==> src/rtl/vga_pkg.sv <==
// Shared VGA timing constants (640x480@60) and control-signal types used by the
// timing generator and the downstream graphics stage.
package vga_pkg;

   localparam int unsigned H_PIXELS_DEF      = 640;
   localparam int unsigned H_FRONT_PORCH_DEF = 16;
   localparam int unsigned H_SYNC_PULSE_DEF  = 96;
   localparam int unsigned H_BACK_PORCH_DEF  = 48;
   localparam int unsigned V_PIXELS_DEF      = 480;
   localparam int unsigned V_FRONT_PORCH_DEF = 10;
   localparam int unsigned V_SYNC_PULSE_DEF  = 2;
   localparam int unsigned V_BACK_PORCH_DEF  = 33;

   localparam int unsigned H_TOTAL_DEF = H_PIXELS_DEF + H_FRONT_PORCH_DEF +
                                         H_SYNC_PULSE_DEF + H_BACK_PORCH_DEF;
   localparam int unsigned V_TOTAL_DEF = V_PIXELS_DEF + V_FRONT_PORCH_DEF +
                                         V_SYNC_PULSE_DEF + V_BACK_PORCH_DEF;

   // Sync fields carry the pin level, i.e. polarity is already applied.
   typedef struct packed {
      logic vsync;
      logic hsync;
      logic de;
   } vga_ctl_t;

   function automatic vga_ctl_t ctl_idle(bit sync_active_low);
      vga_ctl_t c;
      c.de    = 1'b0;
      c.hsync = sync_active_low;
      c.vsync = sync_active_low;
      return c;
   endfunction

endpackage

==> src/rtl/vga_delay_line.sv <==
// Fixed-depth register pipeline (0..3 stages) with a synchronous reset value;
// depth 0 is a plain wire.
module vga_delay_line #(
   parameter int unsigned     Width  = 1,
   parameter int unsigned     Depth  = 1,
   parameter logic [Width-1:0] RstVal = '0
) (
   input  logic             clk,
   input  logic             rst_n,
   input  logic [Width-1:0] d_i,
   output logic [Width-1:0] q_o
);

   if (Depth > 3) begin : g_bad_depth
      $error("vga_delay_line: Depth must be 0..3");
   end

   if (Depth == 0) begin : g_bypass
      assign q_o = d_i;
   end else begin : g_pipe
      logic [Width-1:0] stage_q [Depth];

      always_ff @(posedge clk) begin
         if (!rst_n) begin
            for (int i = 0; i < int'(Depth); i++) stage_q[i] <= RstVal;
         end else begin
            stage_q[0] <= d_i;
            for (int i = 1; i < int'(Depth); i++) stage_q[i] <= stage_q[i-1];
         end
      end

      assign q_o = stage_q[Depth-1];
   end

endmodule

==> src/rtl/vga_timing.sv <==
// VGA raster timing generator: registered pixel coordinates with line/frame
// strobes, and de/hsync/vsync trailing the coordinates by LEAD clocks.
module vga_timing
   import vga_pkg::*;
#(
   parameter int unsigned H_PIXELS        = H_PIXELS_DEF,
   parameter int unsigned H_FRONT_PORCH   = H_FRONT_PORCH_DEF,
   parameter int unsigned H_SYNC_PULSE    = H_SYNC_PULSE_DEF,
   parameter int unsigned H_BACK_PORCH    = H_BACK_PORCH_DEF,
   parameter int unsigned V_PIXELS        = V_PIXELS_DEF,
   parameter int unsigned V_FRONT_PORCH   = V_FRONT_PORCH_DEF,
   parameter int unsigned V_SYNC_PULSE    = V_SYNC_PULSE_DEF,
   parameter int unsigned V_BACK_PORCH    = V_BACK_PORCH_DEF,
   parameter bit          SYNC_ACTIVE_LOW = 1'b1,
   parameter int unsigned LEAD            = 1,
   localparam int unsigned H_TOTAL = H_PIXELS + H_FRONT_PORCH + H_SYNC_PULSE + H_BACK_PORCH,
   localparam int unsigned V_TOTAL = V_PIXELS + V_FRONT_PORCH + V_SYNC_PULSE + V_BACK_PORCH,
   localparam int unsigned HW      = $clog2(H_TOTAL),
   localparam int unsigned VW      = $clog2(V_TOTAL)
) (
   input  logic          clk,
   input  logic          rst_n,
   output logic [HW-1:0] pixel_x_o,
   output logic [VW-1:0] pixel_y_o,
   output logic          line_start_o,
   output logic          frame_start_o,
   output logic [7:0]    frame_count_o,
   output logic          de_o,
   output logic          hsync_o,
   output logic          vsync_o
);

   if (LEAD > 3 || H_PIXELS == 0 || H_FRONT_PORCH == 0 || H_SYNC_PULSE == 0 ||
       H_BACK_PORCH == 0 || V_PIXELS == 0 || V_FRONT_PORCH == 0 || V_SYNC_PULSE == 0 ||
       V_BACK_PORCH == 0) begin : g_bad_param
      $error("vga_timing: LEAD must be 0..3 and every timing parameter non-zero");
   end

   localparam logic [HW-1:0] XLast   = HW'(H_TOTAL - 1);
   localparam logic [HW-1:0] XVis    = HW'(H_PIXELS);
   localparam logic [HW-1:0] HsStart = HW'(H_PIXELS + H_FRONT_PORCH);
   localparam logic [HW-1:0] HsEnd   = HW'(H_PIXELS + H_FRONT_PORCH + H_SYNC_PULSE);
   localparam logic [VW-1:0] YLast   = VW'(V_TOTAL - 1);
   localparam logic [VW-1:0] YVis    = VW'(V_PIXELS);
   localparam logic [VW-1:0] VsStart = VW'(V_PIXELS + V_FRONT_PORCH);
   localparam logic [VW-1:0] VsEnd   = VW'(V_PIXELS + V_FRONT_PORCH + V_SYNC_PULSE);

   logic [HW-1:0] x_q, x_d;
   logic [VW-1:0] y_q, y_d;
   logic [7:0]    frame_count_q, frame_count_d;
   logic          run_q;
   logic          line_start_q, frame_start_q;
   vga_ctl_t      ctl_q, ctl_d, ctl_dly;

   // run_q holds the raster at (0,0) for the first clock after reset so that
   // cycle presents the origin with its strobes.
   always_comb begin
      x_d           = x_q;
      y_d           = y_q;
      frame_count_d = frame_count_q;
      if (run_q) begin
         if (x_q == XLast) begin
            x_d = '0;
            if (y_q == YLast) begin
               y_d           = '0;
               frame_count_d = frame_count_q + 8'd1;
            end else begin
               y_d = y_q + VW'(1);
            end
         end else begin
            x_d = x_q + HW'(1);
         end
      end
      ctl_d.de    = (x_d < XVis) && (y_d < YVis);
      ctl_d.hsync = ((x_d >= HsStart) && (x_d < HsEnd)) ^ SYNC_ACTIVE_LOW;
      ctl_d.vsync = ((y_d >= VsStart) && (y_d < VsEnd)) ^ SYNC_ACTIVE_LOW;
   end

   always_ff @(posedge clk) begin
      if (!rst_n) begin
         x_q           <= '0;
         y_q           <= '0;
         frame_count_q <= '0;
         run_q         <= 1'b0;
         line_start_q  <= 1'b0;
         frame_start_q <= 1'b0;
         ctl_q         <= ctl_idle(SYNC_ACTIVE_LOW);
      end else begin
         x_q           <= x_d;
         y_q           <= y_d;
         frame_count_q <= frame_count_d;
         run_q         <= 1'b1;
         line_start_q  <= (x_d == '0);
         frame_start_q <= (x_d == '0) && (y_d == '0);
         ctl_q         <= ctl_d;
      end
   end

   vga_delay_line #(
      .Width  ($bits(vga_ctl_t)),
      .Depth  (LEAD),
      .RstVal (ctl_idle(SYNC_ACTIVE_LOW))
   ) u_delay (
      .clk   (clk),
      .rst_n (rst_n),
      .d_i   (ctl_q),
      .q_o   (ctl_dly)
   );

   assign pixel_x_o     = x_q;
   assign pixel_y_o     = y_q;
   assign line_start_o  = line_start_q;
   assign frame_start_o = frame_start_q;
   assign frame_count_o = frame_count_q;
   assign de_o          = ctl_dly.de;
   assign hsync_o       = ctl_dly.hsync;
   assign vsync_o       = ctl_dly.vsync;

endmodule

==> config.mk <==
export PLATFORM = sky130hd
export DESIGN_NAME = vga_timing
export DESIGN_NICKNAME = d
export VERILOG_FILES = /design/src/rtl/vga_pkg.sv /design/src/rtl/vga_delay_line.sv /design/src/rtl/vga_timing.sv
export SDC_FILE = /design/constraint.sdc
export NUM_CORES = 1
export LEC_CHECK = 0
export CAP_MARGIN = 0
export CELL_PAD_IN_SITES_DETAIL_PLACEMENT = 1
export CELL_PAD_IN_SITES_GLOBAL_PLACEMENT = 2
export CORE_MARGIN = 2
export CORE_UTILIZATION = 30
export DETAILED_ROUTE_END_ITERATION = 10
export GPL_TIMING_DRIVEN = 0
export HOLD_SLACK_MARGIN = 0.05
export PLACE_DENSITY_LB_ADDON = 0.1
export SYNTH_ARGS = -nofsm -noshare
export SYNTH_HDL_FRONTEND = slang
export SYNTH_SLANG_ARGS = --single-unit
==> constraint.sdc <==
create_clock -name clk -period 2.55 [get_ports clk]
set_input_delay 0.6375 -clock clk [delete_from_list [all_inputs] [get_ports clk]]
set_output_delay 0.6375 -clock clk [all_outputs]
set_load 0.02 [all_outputs]
==> Word-level counts from Yosys, hierarchy flattened <==
Memories as Yosys holds them, arrays and structs flattened.
Index checks and enable logic that the tools add are counted.
{ "totals": {"register_bits": 34, "ram_bits": 3, "input_bits": 2, "output_inout_bits": 33, "word_cells": 40, "mem_count": 1} }
{ "op_classes": {"add_sub_neg": 3, "order_cmp": 6, "n_eq_ne": 2, "n_mux": 9, "n_bitwise": 2, "reduce_logical": 8} }
{ "memory_table": {"columns": ["memory", "words", "word_bits", "rd", "rd_clocked_by_memory_dff", "wr", "line_no", "rtl"], "rows": [
  ["u_delay.g_pipe.stage_q", 1, 3, 1, 0, 1, "vga_delay_line.sv:21", "logic [Width-1:0] stage_q [Depth];"]
]} }
{ "op_table": {"columns": ["op", "n"], "rows": [
  ["10-bit 2-to-1 mux", 5],
  ["10-bit by 1-bit adder with 10-bit output, second input constant", 2],
  ["10-bit equality test, second input constant", 2],
  ["10-bit logical NOT", 2],
  ["10-bit less-than comparator, second input constant", 2],
  ["10-bit by 9-bit less-than comparator with 1-bit output, second input constant", 2],
  ["10-bit >= comparator, second input constant", 1],
  ["10-bit by 9-bit >= comparator with 1-bit output, second input constant", 1],
  ["8-bit by 1-bit adder with 8-bit output, second input constant", 1],
  ["1-bit logical AND", 4],
  ["1-bit 2-to-1 mux", 3],
  ["3-bit 2-to-1 mux", 1],
  ["3-bit AND reduction", 1],
  ["3-bit OR reduction", 1],
  ["1-bit inverter", 2]
]} }

==> Logic depth before layout (Yosys ltp) <==
Gate-level depths: netlist (run 1).
{ "depth": {"word_depth": 7, "ltp_mapped": 8, "ltp_nobuf": 8} }

==> Hierarchy <==
A second synthesis (run 1) with hierarchy kept.
{ "unflattened": {"cells_unflattened": 248, "area_unflattened_um2": 2153.3} }
{ "modules_own_cells": {"columns": ["mod", "instances", "cells_each", "area_each_um2", "seq_area_each_um2"], "rows": [
  ["vga_timing", 1, 242, 2074.5, 680.7],
  ["vga_delay_line", 1, 6, 78.8, 60.1]
]} }

==> Worst setup path before layout (run 1) <==
Ideal clock, no wire load.
{ "synth_timing": {"kind": "register to register", "startpoint": "register x_q[1], in the netlist pixel_x_o[1]", "endpoint": "register frame_start_q, in the netlist frame_start_o", "setup_ns": 0.088, "arrival_ns": 2.421, "required_ns": 2.462, "setup_slack_ns": 0.041, "stages_incl_launch_ff": 8, "n_path_buf": 0, "cell_sequence": "dfxtp_1 > ha_1 > nand4_1 > or3_1 > and3_4 > or2_1 > or4_1 > nor4_2"} }
{ "synth_between": {"elab_chain_len": 5, "word_cells_on_any_way": 9, "classes_between": "add/sub: 1; eq/ne: 1; mux: 4; reduce/logical: 3"} }
{ "synth_rtl": {"columns": ["element", "line_no", "rtl"], "rows": [
  ["start: declaration", "vga_timing.sv:48", "logic [HW-1:0] x_q, x_d;"],
  ["start signal: assignment", "vga_timing.sv:81", "x_q <= '0;"],
  ["start signal: assignment", "vga_timing.sv:89", "x_q <= x_d;"],
  ["10-bit by 1-bit adder with 10-bit output or 10-bit equality test (tied branches)", "vga_timing.sv:71, vga_timing.sv:62", null],
  ["10-bit 2-to-1 mux", "vga_timing.sv:62", "if (x_q == XLast) begin"],
  ["10-bit 2-to-1 mux", "vga_timing.sv:61", "if (run_q) begin"],
  ["10-bit logical NOT", "vga_timing.sv:94", "frame_start_q <= (x_d == '0) && (y_d == '0);"],
  ["1-bit logical AND *", "vga_timing.sv:94", null],
  ["end signal: assignment", "vga_timing.sv:94", null],
  ["end: declaration", "vga_timing.sv:52", "logic line_start_q, frame_start_q;"]
]} }
Every way passes the cells marked *; elsewhere a longest branch is shown, timed or not.
A chain may end at the register's enable or synchronous reset.

==> Worst setup path in the final report (run 1) <==
Ends and elaborated chain as after synthesis.

==> results of run 1 <==
-- logic make-up (layout without fill, tap and decap cells) --
group	Yosys count	after routing	share of synthesized area, %
xor gates and xnor gates	22	22	10.1
buffers and inverters	16	63	3.53
muxes	2	2	1.11
and+or+nand+nor	113	113	32.5
adders and majority gates	4	4	2.61
AOI/OAI and AO/OA	34	34	11.5
DFF	37	37	38.7
-- power groups by stage --
stage | Combinational [uW] | Clock [uW] | Sequential [uW]
floorplan | 29.7 | 0 | 611
global placement | 63.3 | 0 | 604
detailed placement | 63.9 | 0 | 604
CTS | 64.7 | 444 | 591
global route | 81.0 | 461 | 591
finish | 73.6 | 427 | 590
-- per-layer routing --
| layer | part of all wire, % | up-vias |
|---|---|---|
| met2 | 45 | 30 |
| met4 | 0.87 | 0 |
| met1 | 51 | 849 |
| met3 | 3.2 | 4 |
| met5 | 0 | - |
| li1 | - | 889 |
-- state kept, by name, indices dropped and copies added, names as in the netlist --
register and cells:
pixel_x_o 10, run_q 1, frame_start_o 1, frame_count_o 8, ctl_q 3, u_delay.g_pipe.stage_q 3, line_start_o 1, pixel_y_o 10
-- worst reg2reg max path: cells and delay by family (launching register included) --
family	cells	cell delay, ps
fa+ha+maj	1	150
simple gates	6	1780
flops	1	390
-- through the flow --
stage | total power [uW] | utilization, % | instance area (sq um) | setup TNS [ps]
finish | 1090 | 41.2 | 2590 | 0
global route | 1130 | 41.2 | 2590 | -56.6
CTS | 1100 | 39.3 | 2460 | 0
detailed placement | 668 | 37.5 | 2350 | -2290
global placement | 667 | 37.5 | 2350 | -2480
floorplan | 640 | - | 1910 | 0
-- path summary, 6_finish.rpt --
kind	to
setup reg to reg	frame_start_o
hold reg to reg	u_delay.g_pipe.stage_q[0][1]
setup / recovery	frame_start_o
hold / removal	u_delay.g_pipe.stage_q[0][1]
-- cell type report --
cell class,instances,area (sq um)
Fill cell,771,3690
Sequential cell,37,753
Tap cell,77,96.3
Multi-Input combinational cell,175,1180
Inverter,3,11.3
Timing Repair Buffer,40,385
Buffer,13,65.1
Clock inverter,1,7.51
Clock buffer,6,82.6
-- Yosys cell counts, types with 2 or more instances --
master	n
and3_1	4
and4_1	2
xor2_1	10
nand3_1	13
and2_1	14
inv_1	3
dfxtp_1	37
a21oi_1	8
nand4_1	7
ha_1	4
nor2b_1	5
nand2_1	24
nor2_1	15
clkbuf_1	7
xnor2_1	12
nor4_1	3
a211o_1	2
o21a_1	2
nand2b_1	5
nor3_1	7
a21boi_0	2
or3_1	2
or2_1	2
nor4bb_1	2
buf_2	6
o21ai_0	10
-- what timing repair did --
item | CTS | global route
hold buffers | 0 | 0
pin swaps | 1 | 6
setup buffers | 1 | 5
gates resized for setup | 7 | 20
endpoints found under the setup margin | 11 | 7
==> summary.txt, run 1 <==
Pwr
  – Power Dens Cells: 422 nW/um^2
  – Seq pwr share: 54.1%
  – Switching Share: 23.6%
  – Comb power frac: 6.7%
  – Worst vdd ir: 0.318 mV
  – Internal cell power: 834 uW
  – P_sw: 257 uW
  – Clock network power share: 39.2%
  – LEAKAGE: 0.000955 uW

Routing
  – DR vias/cell: 5.03
  – DRT antenna net count: 0
  – Via count: 1772
  – Initial DRC Count: 74
  – DR DRC count: 0
  – Wire length per cell: 15.0 um
  – Final WL: 5.29 mm
  – First drt pass iteration count: 4

Global routing
  – Initial antenna violation count: 0
  – Met2 track demand over resource: 25.1%
  – Vias in the first global route: 1789
  – Grt total ovfl: 0
  – Pin count of the biggest net entering global routing: 12
  – First-pass GRT wire length: 8.99 mm
  – Met1 usage: 22.2%
  – Busiest grt layer: met2
  – M3 GR Usage: 3.36%
  – Tot GR Track Use: 16.0%

Placed design
  – Final HPWL DP: 3.86 mm
  – Global placement routability congestion: 0.800
  – Setup WS pre-CTS: -346 ps
  – Port Buffers: 34
  – Dpl cells: 339

Synth
  – Synth Warn #: 0
  – Post-synth top flop: dfxtp_1
  – Area contributors post-synth: dfxtp_1 39%, xnor2_1 5.5%, nand2_1 4.7%
  – Mapped Nets: 234
  – Mapped cell area: 1910 sq um
  – Yosys top cell area share: 38.7%
  – Syn_area_per_cell: 8.40 sq um
  – FFs w/ async S/R, synth: 0%
  – Number of synthesized register bits: 37
  – Cell variety after synth: 46
  – Post-synthesis sequential area ratio: 38.7%
  – Synth area leader: dfxtp_1
  – Synth Instances: 228
  – EDFF count, synth: 0

Min path
  – Hold crit path type: register to register
  – Cell depth of the worst hold path: 1
  – Hold Crit Start: ctl_q[1]

Layout
  – Commonest non-fill, non-tap cell in the layout: clkdlybuf4s50_1
  – ANT cells: 0
  – Area growth, synth to finish: 35.1%
  – Most frequent cells in the layout: 34 x clkdlybuf4s50_1, 31 x dfxtp_1, 24 x nand2_1, 14 x nor2_1, 14 x and2_1
  – Layout Nets: 281
  – Layout cells sized above 1: 15.6%
  – Layout Cells excl Fill: 352

Clock network
  – Clk Latency, worst-skew pair: 290 ps
  – CTS sink count: 37
  – CTS tree: yes
  – Clock buffer count from CTS: 5
  – Root buffer cell: clkbuf_8
  – Worst-case clock buffer depth: 2
  – Clock transition at path regs: 80 ps
  – CTS H-tree lvls: 2

Floorplan
  – Core area: 6280 sq um
  – Die Ht: 83.9 um
  – FP Rows: 29
  – Die Footprint: 7040 sq um
  – I/O pin cnt: 35
  – Starting Density: 30.5%
  – Die span in x: 83.9 um

Critical path
  – Setup crit start kind: register
  – Top cell family by delay on the critical path: simple AND/OR/NAND/NOR gates
  – Slowest CP cell: or4_4
  – R2R depth: 7
  – WS Path Type: register to register
  – Crit-path cells: ha_4 -> nand4_1 -> or3_4 -> and3_4 -> or2_4 -> or4_4 -> nor4_4
  – Crit path from: pixel_x_o[1]
  – Max FO, Critical Path: 6
  – Worst EP arrival: 2620 ps
  – Crit path capture type: register
  – Slowest stage delay, CP: 490 ps
  – CP bufs+invs: 0
  – Cell depth of the worst setup path: 7
  – Crit path required time: 2760 ps
  – R2r setup slk: 140 ps
  – Worst r2r src: pixel_x_o[1]

STA
  – Min Tclk post-route: 2410 ps
  – FMAX: 414 MHz
  – Worst Max-Slew Pin Slew: 551 ps
  – Fin Clk Skew: 8.28 ps
  – Max-Slew Margin vs Limit: 63.2%
  – Hold Violations, Final: 0
  – WHS: 412 ps
  – Slew Limit Fails: 0
  – RSZ-0062 raised after global routing: yes
  – Period Utilization, post-route: 94.7%
  – Final setup viols: 0
  – Fin worst setup slack: 136 ps

Outcome
  – Status: completed

Job
  – Max Cap Violations: 0
(Power assumes the default switching activity.)
==> inputs of run 2 (changes only) <==
==> constraint.sdc (replaced) <==
create_clock -name clk -period 2.55 [get_ports clk]
set_input_delay 0.255 -clock clk [delete_from_list [all_inputs] [get_ports clk]]
set_output_delay 0.255 -clock clk [all_outputs]
set_load 0.02 [all_outputs]
==> results of run 2 <==
Same layout as run 1: the final DEF is identical, and so are final timing and power.
